<file path="src/rtl/ula_sequencer_if.sv">
// ula_sequencer_if -- operand/result bus between the issue sequencer and the
// combinational ULA.
//   alu_a, alu_b  32  registered operands (sequencer -> ULA)
//   alu_opcode     5  registered opcode   (sequencer -> ULA)
//   alu_out       32  combinational result (ULA -> sequencer)
// master = sequencer side, slave = ULA side.
interface ula_sequencer_if;
  logic [31:0] alu_a;
  logic [31:0] alu_b;
  logic [4:0]  alu_opcode;
  logic [31:0] alu_out;

  modport master (output alu_a, output alu_b, output alu_opcode, input alu_out);
  modport slave  (input alu_a, input alu_b, input alu_opcode, output alu_out);
endinterface

</file>
<file path="src/rtl/ula_sequencer.sv">
// ula_sequencer -- four-state issue/writeback sequencer in front of the ULA.
// Accepts one instruction in IDLE, reads ra/rb from a 16x32 register file,
// drives the ULA, writes alu_out back to rd and keeps the N/Z/C/V flags.
// Ports:
//   clk, reset_n             clock, synchronous active-low reset
//   instr_valid/instr_ready  instruction handshake (ready only in IDLE)
//   instr[31:15]             {opcode, rd, ra, rb}; [14:0] ignored
//   ext_we/waddr/wdata       register preload, honoured in IDLE only
//   ula                      operand/opcode out, alu_out in
//   result, flags            last written-back value, {N,Z,C,V}
//   done, err                one-cycle pulses in WB (err: illegal opcode)
//   dbg_raddr/dbg_rdata      combinational register read, r0 reads 0
module ula_sequencer (
  input  logic            clk,
  input  logic            reset_n,
  input  logic            instr_valid,
  output logic            instr_ready,
  input  logic [31:0]     instr,
  input  logic            ext_we,
  input  logic [3:0]      ext_waddr,
  input  logic [31:0]     ext_wdata,
  ula_sequencer_if.master ula,
  output logic [31:0]     result,
  output logic [3:0]      flags,
  output logic            done,
  output logic            err,
  input  logic [3:0]      dbg_raddr,
  output logic [31:0]     dbg_rdata
);

  typedef enum logic [1:0] {IDLE, READ, EXEC, WB} state_t;

  typedef struct packed {
    logic [4:0] op;
    logic [3:0] rd;
    logic [3:0] ra;
    logic [3:0] rb;
  } req_t;

  state_t      state, state_nxt;
  req_t        req, instr_req;
  logic [31:0] regs [16];
  logic [31:0] bp;
  logic        arith, c_new, v_new;
  logic        unused_bits;

  // 00010, 00111 and 01010..01111 are holes in the opcode map.
  function automatic logic illegal_op(input logic [4:0] op);
    return (op == 5'b00010) || (op == 5'b00111) ||
           (op[4:3] == 2'b01 && op[2:1] != 2'b00);
  endfunction

  assign instr_req   = req_t'(instr[31:15]);
  assign unused_bits = ^instr[14:0];
  // r0 is cleared by reset and never written, so it always reads 0.
  assign dbg_rdata   = regs[dbg_raddr];

  always_ff @(posedge clk) begin
    if (!reset_n) state <= IDLE;
    else          state <= state_nxt;
  end

  always_comb begin
    state_nxt   = state;
    instr_ready = 1'b0;
    done        = 1'b0;
    err         = 1'b0;
    case (state)
      IDLE: begin
        instr_ready = 1'b1;
        if (instr_valid) state_nxt = READ;
      end
      READ: state_nxt = EXEC;
      EXEC: state_nxt = WB;
      WB: begin
        done      = 1'b1;
        err       = illegal_op(req.op);
        state_nxt = IDLE;
      end
      default: state_nxt = IDLE;
    endcase
  end

  // Effective addend seen by the ULA adder; the carry/overflow rules below
  // only need its sign bit together with a[31] and r[31].
  always_comb begin
    bp    = '0;
    arith = 1'b0;
    case (req.op)
      5'b00000, 5'b00001: begin bp = ula.alu_b;    arith = 1'b1; end
      5'b00011:           begin bp = '0;           arith = 1'b1; end
      5'b00100, 5'b00101: begin bp = ~ula.alu_b;   arith = 1'b1; end
      5'b00110:           begin bp = 32'hFFFFFFFF; arith = 1'b1; end
      default: ;
    endcase
  end

  assign c_new = (ula.alu_a[31] & bp[31]) |
                 ((ula.alu_a[31] | bp[31]) & ~ula.alu_out[31]);
  assign v_new = (ula.alu_a[31] == bp[31]) && (ula.alu_out[31] != ula.alu_a[31]);

  always_ff @(posedge clk) begin
    if (!reset_n) begin
      req            <= '0;
      ula.alu_a      <= '0;
      ula.alu_b      <= '0;
      ula.alu_opcode <= '0;
      result         <= '0;
      flags          <= '0;
      for (int i = 0; i < 16; i++) regs[i] <= '0;
    end else begin
      case (state)
        IDLE: begin
          // Preload lands at the accept edge, so READ sees it.
          if (ext_we && ext_waddr != 4'd0) regs[ext_waddr] <= ext_wdata;
          if (instr_valid) req <= instr_req;
        end
        READ: begin
          ula.alu_a      <= regs[req.ra];
          ula.alu_b      <= regs[req.rb];
          ula.alu_opcode <= req.op;
        end
        EXEC: begin
          if (!illegal_op(req.op)) begin
            result <= ula.alu_out;
            if (req.rd != 4'd0) regs[req.rd] <= ula.alu_out;
            flags[3] <= ula.alu_out[31];
            flags[2] <= (ula.alu_out == 32'd0);
            if (arith) begin
              flags[1] <= c_new;
              flags[0] <= v_new;
            end
          end
        end
        default: ;
      endcase
    end
  end

endmodule

</file>
<file path="src/flat_wrapper.sv">
// flat-port wrapper written by rule: the top's interface ports become plain ports
module ula_sequencer_flat 
  (clk, reset_n, instr_valid, instr_ready, instr, ext_we, ext_waddr, ext_wdata, result, flags, done, err, dbg_raddr, dbg_rdata, ula_alu_a, ula_alu_b, ula_alu_opcode, ula_alu_out);
  ula_sequencer_if ula_i ();
  input  logic clk;
  input  logic reset_n;
  input  logic instr_valid;
  output logic instr_ready;
  input  logic [31:0] instr;
  input  logic ext_we;
  input  logic [3:0] ext_waddr;
  input  logic [31:0] ext_wdata;
  output logic [31:0] result;
  output logic [3:0] flags;
  output logic done;
  output logic err;
  input  logic [3:0] dbg_raddr;
  output logic [31:0] dbg_rdata;
  output wire logic [$bits(ula_i.alu_a)-1:0] ula_alu_a;
  output wire logic [$bits(ula_i.alu_b)-1:0] ula_alu_b;
  output wire logic [$bits(ula_i.alu_opcode)-1:0] ula_alu_opcode;
  input wire logic [$bits(ula_i.alu_out)-1:0] ula_alu_out;
  assign ula_alu_a = ula_i.alu_a;
  assign ula_alu_b = ula_i.alu_b;
  assign ula_alu_opcode = ula_i.alu_opcode;
  assign ula_i.alu_out = ula_alu_out;
  ula_sequencer u_core (.clk(clk), .reset_n(reset_n), .instr_valid(instr_valid), .instr_ready(instr_ready), .instr(instr), .ext_we(ext_we), .ext_waddr(ext_waddr), .ext_wdata(ext_wdata), .ula(ula_i), .result(result), .flags(flags), .done(done), .err(err), .dbg_raddr(dbg_raddr), .dbg_rdata(dbg_rdata));
endmodule
</file>
<file path="config.mk">
export PLATFORM = sky130hd
export DESIGN_NAME = ula_sequencer_flat
export DESIGN_NICKNAME = d
export VERILOG_FILES = /design/src/rtl/ula_sequencer_if.sv /design/src/rtl/ula_sequencer.sv /design/src/flat_wrapper.sv
export SDC_FILE = /design/constraint.sdc
export NUM_CORES = 1
export LEC_CHECK = 0
export CORE_UTILIZATION = 40
export CTS_BUF_LIST = sky130_fd_sc_hd__clkbuf_4
export CTS_CLUSTER_DIAMETER = 80
export DETAILED_ROUTE_END_ITERATION = 6
export PLACE_DENSITY_LB_ADDON = 0.3
export SLEW_MARGIN = 0
export SYNTH_ARGS = -nofsm -noshare
export SYNTH_HDL_FRONTEND = slang
export SYNTH_SLANG_ARGS = --single-unit
</file>
<file path="constraint.sdc">
create_clock -name clk -period 5.35 [get_ports clk]
set_clock_uncertainty 0.05 [all_clocks]
set_input_delay 1.07 -clock clk [delete_from_list [all_inputs] [get_ports clk]]
set_output_delay 1.07 -clock clk [all_outputs]
set_load 0.01 [all_outputs]
</file>
==> results of run 1 <==
logic make-up (layout without fill, tap and decap cells):
kind of cell / after synthesis / in the layout / share of synthesized area (%)
other: 1 / 38 / 0.0106
multiplexers: 488 / 488 / 28.6
flip-flops: 635 / 635 / 50.5
XOR/XNOR: 3 / 3 / 0.0745
buffers and inverters: 254 / 640 / 3.15
adder cells (fa/ha/maj): 6 / 6 / 0.213
AO/OA/AOI/OAI: 323 / 323 / 7.55
AND/OR/NAND/NOR: 848 / 848 / 9.87
per-layer routing:
layer / vias to the layer above / track usage [%] / wire length (µm)
li1: 10700 / - / -
met3: 350 / 7.50 / 15700
met4: 0 / 13.0 / 5870
met5: - / 0 / 0
met2: 2047 / 44.3 / 58800
met1: 13400 / 36.1 / 45200
area by class of cell:
cell class | instances | area share, %
diodes | 6 | 0.0360
inverters | 9 | 0.0931
flip-flops and latches | 635 | 42.8
clock buffers | 244 | 4.39
clock inverters | 57 | 0.874
multi-input cells | 1700 | 40.2
well taps | 1155 | 3.47
repair buffers | 330 | 8.08
flip-flops by register name (all words and copies together) (netlist names):
register               flops
u_core.flags               4
u_core.regs              512
u_core.req                17
u_core.result             31
u_core.state               2
u_core.ula.alu_a          32
u_core.ula.alu_b          32
u_core.ula.alu_opcode      5
stage by stage:
| step | area [µm²] | setup slack [ps] | hold slack [ps] |
|---|---|---|---|
| after detailed placement | 39500 | 717 | 399 |
| after global routing | 41700 | 634 | 372 |
| final | 41700 | 737 | 410 |
| after global placement | 39500 | 708 | 395 |
| after floorplan | 35400 | 407 | 416 |
| after CTS | 41700 | 720 | 360 |
placed cells by master (no fill, tap or decap), types with 3 or more instances in the layout:
cell and instances:
nor3_1 8, a21oi_2 4, a22oi_1 128, inv_1 7, nand2b_1 6, dfxtp_4 4, clkinv_2 4, buf_4 73
buf_12 26, conb_1 32, clkinv_1 40, o21ai_4 12, and4_1 31, nor2b_4 4, o21ai_0 5, and2_1 4
a31oi_4 27, a31oi_1 19, bufinv_16 5, nor2_1 562, inv_2 6, nand2_1 202, clkbuf_4 244, edfxtp_1 512
o22ai_4 6, a211oi_1 3, diode_2 6, a21oi_1 84, ha_1 5, clkdlybuf4s50_1 227, buf_2 3, nand4_1 5
nor4_1 9, mux4_2 416, dfxtp_1 118, mux2i_1 72, a31oi_2 17
power by group through the flow:
stage | clock (mW) | sequential, mW | combinational, mW
6_report | 4.45 | 6.26 | 4.83
5_1_grt | 4.77 | 6.31 | 5.05
4_1_cts | 4.52 | 6.25 | 4.80
3_5_place_dp | 0 | 6.35 | 4.79
3_3_place_gp | 0 | 6.30 | 4.74
2_1_floorplan | 0 | 6.22 | 2.94
synthesized netlist by cell type, types with 5 or more instances:
cell and n:
nor3_1 8, ha_1 6, and2_1 5, and4_1 31, a21oi_1 84, a31oi_1 19, nor2_1 564, buf_2 79
mux4_2 416, buf_6 6, a22oi_1 128, mux2i_1 72, o21ai_0 17, nor4_1 9, a31oi_2 17, inv_1 8
nand2b_1 6, o22ai_2 5, clkbuf_1 123, a31oi_4 27, buf_1 33, nand2_1 203, dfxtp_1 123, edfxtp_1 512
nand4_1 5
path summary, 6_finish.rpt:
check                                       from                               to  slack [ps]  cells past startpoint
setup / recovery                    dbg_raddr[0]                    dbg_rdata[22]         740                      5
hold reg to reg   u_core.result[27]$_SDFFE_PN0P_   u_core.result[27]$_SDFFE_PN0P_         410                      2
hold / removal    u_core.result[27]$_SDFFE_PN0P_   u_core.result[27]$_SDFFE_PN0P_         410                      2
setup reg to reg     u_core.req[10]$_SDFFE_PN0P_  u_core.regs[1][5]$_SDFFCE_PN0P_        1210                      7
worst max-delay path, delay by kind of cell:
family                 cells  cell delay (ps)
muxes                      2             1110
buffers and inverters      3             1250
==> insert_results.sql, run 1 <==
INSERT INTO impl_metrics (metric_group, metric, value, unit) VALUES
('synthesis', 'synth_ff_type', 'edfxtp_1', ''),
('timing', 'min_period', '4610', 'ps'),
('die', 'start_util', '40.6', '%'),
('power_and_ir_drop', 'netSwitchingPower', '5.29', 'mW'),
('placement', 'placement.io_buffers', '232', ''),
('finish', 'fin_util', '47.9', '%'),
('finish', 'nNetsFinal', '2957', ''),
('worst_setup_path', 'worst-setup-path-type', 'in -> out', ''),
('worst_hold_path', 'hold_class', 'reg -> reg', ''),
('detailed_routing', 'drt_iter0_drc', '3409', ''),
('synthesis', 'async_reset_ff_share', '0', '%'),
('cts', 'ctsHtreeMaxLevel', '4', ''),
('power_and_ir_drop', 'pwr_density_cell', '373', 'nW/µm²'),
('grt', 'wire_length_of_the_first_global_routing_pass', '181000', 'µm'),
('power_and_ir_drop', 'p_seq_share', '40.3', '%'),
('grt', 'remaining_global_route_overflow', '0', ''),
('detailed_routing', 'number_of_design_rule_violations_left_after_detail_routing', '0', ''),
('placement', 'place.gp.congestion', '0.844', ''),
('finish', 'final-seq-area', '17900', 'µm²'),
('power_and_ir_drop', 'total_leakage_power', '13.9', 'nW'),
('cts', 'tritoncts', 'done', ''),
('synthesis', 'synth_warnings', '0', ''),
('run_status', 'result_of_the_run', 'complete, no violations', ''),
('finish', 'final-instance-count-excl-fill', '4136', ''),
('finish', 'multi_input_area', '16800', 'µm²'),
('cts', 'clock_sinks', '635', ''),
('detailed_routing', 'post_drt_via_cell_ratio', '6.41', ''),
('power_and_ir_drop', 'p_sw_share', '34.0', '%'),
('grt', 'grt_start_max_net_pins', '72', ''),
('worst_setup_path', 'timing.critical_path.fanout_max', '30', ''),
('synthesis', 'synth_cell_type_count', '60', ''),
('detailed_routing', 'final_antenna_net_count', '0', ''),
('power_and_ir_drop', 'power.clock.fraction', '28.6', '%'),
('synthesis', 'syn_area_per_cell', '13.8', 'µm²'),
('grt', 'via_count_of_the_first_global_routing_pass', '26800', ''),
('timing', 'maxSlewHeadroom', '14.2', '%'),
('worst_setup_path', 'critPathRequiredTime', '4230', 'ps'),
('detailed_routing', 'drtPass1Iterations', '6', ''),
('synthesis', 'synth_top_cells_by_area', 'edfxtp_1, mux4_2, dfxtp_1, nor2_1, a22oi_1', ''),
('finish', 'post_route_cells_drive_above_1_share', '29.3', '%'),
('worst_setup_path', 'crit_path_start_kind', 'input pin', ''),
('cts', 'post_cts_resize_count', '0', ''),
('die', 'die_width', '299', 'µm'),
('detailed_routing', 'detail_route.wl_per_cell', '30.4', 'µm'),
('die', 'core.rowCount', '108', ''),
('cts', 'post-cts-setup-buffer-count', '0', ''),
('placement', 'place_hpwl', '76700', 'µm'),
('run', 'count_of_maximum_capacitance_violations', '0', ''),
('cts', 'clock_tree.root_cell', 'clkbuf_4', ''),
('synthesis', 'synth_enable_flop_cells', '512', ''),
('die', 'io_pins', '248', ''),
('cts', 'insertion_delay', '1100', 'ps'),
('synthesis', 'synthDominantAreaCellType', 'edfxtp_1', ''),
('cts', 'cts.clk_slew.worst_paths', '60', 'ps'),
('worst_setup_path', 'crit_path_top_delay_cell', 'mux4_2', ''),
('cts', 'cts_hold_buf', '0', ''),
('timing', 'setup-tns-final', '0', 'ps'),
('worst_setup_path', 'timing.critical_path.cells', 'clkbuf_8, buf_4, mux4_2, mux4_2, clkdlybuf4s50_1', ''),
('synthesis', 'netlist_instances', '2558', ''),
('worst_setup_path', 'worstPathArrival', '3490', 'ps'),
('detailed_routing', 'final_routed_wirelength', '126000', 'µm'),
('power_and_ir_drop', 'power.ir.vdd_worst', '0.231', 'mV'),
('timing', 'hold_fails_final_rpt', '0', ''),
('timing', 'maxClockFrequency', '0.217', 'GHz'),
('die', 'chipHeight', '299', 'µm'),
('timing', 'grt_setup_unrepaired', 'false', ''),
('timing', 'timing.final.crit_share', '86.2', '%'),
('grt', 'antenna_violations_before_repair', '3', ''),
('detailed_routing', 'vias', '26500', ''),
('finish', 'syn2layout_area_growth', '18.1', '%'),
('worst_setup_path', 'endpoint_kind', 'output pin', '');
No activity file was read; power rests on OpenSTA's default activity.
==> run 2: changes to the inputs <==
- ABC_CLOCK_PERIOD_IN_PS: unset -> 5350
==> results of run 2 <==
No change in the layout: final DEF, timing and power equal those of run 1.
==> run 3: changes to the inputs <==
- CORE_ASPECT_RATIO: unset -> 0.8
- REMOVE_ABC_BUFFERS: unset -> 1
==> insert_results.sql, run 3 (synthesized netlist as in run 1, its figures left out) <==
INSERT INTO impl_metrics (metric_group, metric, value, unit) VALUES
('grt', 'globalRouteTotalUtil', '28.4', '%'),
('grt', 'grt_start_max_net_pins', '80', ''),
('finish', 'reg_with_most_ffs', 'u_core.regs', ''),
('cts', 'post_cts_resize_count', '0', ''),
('detailed_routing', 'drtPass1Iterations', '6', ''),
('placement', 'placed_cells', '3843', ''),
('finish', 'multi_input_area', '16800', 'µm²'),
('timing', 'drv_slew', '0', ''),
('finish', 'final-seq-area', '17900', 'µm²'),
('detailed_routing', 'final_routed_wirelength', '127000', 'µm'),
('timing', 'grt_setup_unrepaired', 'false', ''),
('worst_setup_path', 'crit_top_cell', 'mux4_2', ''),
('cts', 'post-cts-setup-buffer-count', '0', ''),
('cts', 'cts_hold_buf', '0', ''),
('die', 'core', '87500', 'µm²'),
('finish', 'final-instance-count-excl-fill', '4161', ''),
('finish', 'fin_util', '47.4', '%'),
('detailed_routing', 'drt_iter0_drc', '3650', ''),
('cts', 'ctsHtreeMaxLevel', '4', ''),
('cts', 'tritoncts', 'done', ''),
('finish', 'fin_area', '41500', 'µm²'),
('power_and_ir_drop', 'totalPowerFinal', '15.5', 'mW'),
('grt', 'antenna_violations_before_repair', '7', ''),
('finish', 'post_route_cells_drive_above_1_share', '28.9', '%'),
('cts', 'cts.path.max_buffers', '3', ''),
('finish', 'largest_register_ffs', '512', ''),
('worst_setup_path', 'critical_path.top_delay_family', 'buffers and inverters', ''),
('finish', 'fillerInstances', '7670', ''),
('cts', 'insertion_delay', '1130', 'ps'),
('worst_setup_path', 'worst_path_largest_cell_delay', '620', 'ps'),
('die', 'die-area', '89400', 'µm²'),
('timing', 'setup_slack', '725', 'ps'),
('cts', 'cts_buffers', '169', ''),
('die', 'die_width', '334', 'µm'),
('run', 'count_of_maximum_capacitance_violations', '0', ''),
('placement', 'place.gp.congestion', '0.830', ''),
('finish', 'final_common_cell', 'nor2_1', ''),
('detailed_routing', 'detail_route.wl_per_cell', '30.5', 'µm'),
('power_and_ir_drop', 'pwr_density_cell', '373', 'nW/µm²'),
('die', 'chipHeight', '268', 'µm'),
('detailed_routing', 'number_of_design_rule_violations_left_after_detail_routing', '0', ''),
('placement', 'post-place-ws', '734', 'ps'),
('placement', 'dpl_cell_area', '39300', 'µm²'),
('timing', 'finalHoldWorstSlack', '311', 'ps'),
('detailed_routing', 'vias', '26500', ''),
('worst_setup_path', 'worst-setup-path-type', 'in -> out', ''),
('die', 'start_util', '40.3', '%'),
('worst_setup_path', 'crit_buf_inv', '3', ''),
('grt', 'remaining_global_route_overflow', '0', ''),
('grt', 'wire_length_of_the_first_global_routing_pass', '180000', 'µm'),
('power_and_ir_drop', 'power.ir.vdd_worst', '0.321', 'mV'),
('worst_setup_path', 'crit_path_top_delay_cell', 'mux4_2', ''),
('placement', 'place_hpwl', '72200', 'µm'),
('detailed_routing', 'final_antenna_net_count', '0', ''),
('worst_setup_path', 'timing.critical_path.fanout_max', '32', ''),
('worst_setup_path', 'critPathRequiredTime', '4230', 'ps'),
('cts', 'clock_sinks', '635', ''),
('placement', 'placement.io_buffers', '232', ''),
('timing', 'hold_fails_final_rpt', '0', ''),
('worst_setup_path', 'endpoint_kind', 'output pin', ''),
('worst_setup_path', 'timing.critical_path.cells', 'clkbuf_8, buf_12, mux4_2, mux4_2, clkdlybuf4s50_1', ''),
('die', 'core.rowCount', '97', ''),
('run_status', 'result_of_the_run', 'complete, no violations', ''),
('timing', 'setup-violations-final', '0', ''),
('finish', 'nNetsFinal', '2940', ''),
('finish', 'most_frequent_cells_in_the_layout', 'nor2_1, edfxtp_1, mux4_2, clkbuf_4, clkdlybuf4s50_1', ''),
('cts', 'cts.clk_slew.worst_paths', '60', 'ps'),
('finish', 'largestRegisters', 'u_core.regs x512, u_core.ula.alu_a x32, u_core.ula.alu_b x32', ''),
('finish', 'syn2layout_area_growth', '17.6', '%'),
('power_and_ir_drop', 'total_leakage_power', '13.7', 'nW'),
('grt', 'via_count_of_the_first_global_routing_pass', '26600', ''),
('detailed_routing', 'post_drt_via_cell_ratio', '6.36', ''),
('timing', 'timing.final.crit_share', '86.5', '%'),
('timing', 'max_slew.worst_pin.slew', '1410', 'ps'),
('timing', 'min_period', '4630', 'ps'),
('timing', 'maxSlewHeadroom', '6.27', '%'),
('timing', 'maxClockFrequency', '0.216', 'GHz'),
('worst_setup_path', 'worstPathArrival', '3510', 'ps'),
('cts', 'clock_tree.root_cell', 'clkbuf_4', ''),
('die', 'io_pins', '248', ''),
('worst_hold_path', 'hold_class', 'in -> reg', ''),
('timing', 'setup-tns-final', '0', 'ps'),
('worst_setup_path', 'crit_path_start_kind', 'input pin', '');
-- run 3: cell types whose count changed in the layout (fill, tap and decap cells not counted), sizes merged --
cell and change:
clkinv +11, clkdlybuf4s50 -1, buf -18, diode +3, bufinv -3
-- run 3: worst reg2reg max path, cell delays in order (launching register included) --
cell and delay [ps]:
dfxtp_1 480, xor2_1 410, o221a_4 800, and2_4 670
o31a_1 590, o21ai_4 450, buf_12 360
-- run 3: cell type report --
type / count / area share (%)
Antenna cell: 9 / 0.0543
Inverter: 9 / 0.0935
Sequential cell: 635 / 43.0
Clock buffer: 244 / 4.41
Multi-Input combinational cell: 1700 / 40.4
Timing Repair Buffer: 311 / 7.61
Clock inverter: 65 / 0.841
Tap cell: 1188 / 3.58
-- run 3: per-layer routing --
layer | vias up | GRT usage (%) | part of all wire [%]
met5 | - | 0 | 0.038
met4 | 8 | 11.9 | 3.8
met3 | 361 | 10.8 | 15
met2 | 2077 | 42.0 | 44
met1 | 13300 | 37.3 | 37
li1 | 10700 | - | -
-- run 3: worst paths after layout --
kind / from / end / slack, ps / depth (start not counted)
worst max-delay path: dbg_raddr[0] / dbg_rdata[22] / 720 / 5
worst min-delay path: reset_n / u_core.state[0]$_SDFFE_PN0P_ / 310 / 3
worst max register to register: u_core.req[14]$_SDFFE_PN0P_ / u_core.regs[11][30]$_SDFFCE_PN0P_ / 1270 / 6
worst min register to register: u_core.result[25]$_SDFFE_PN0P_ / u_core.result[25]$_SDFFE_PN0P_ / 400 / 2
-- run 3: power by group --
part           internal, mW  leakage (nW)  switching, mW
clock network          2.21          1.30           2.20
registers              5.81          6.28          0.470
logic                  2.09          6.15           2.70
total                  10.1          13.7           5.37
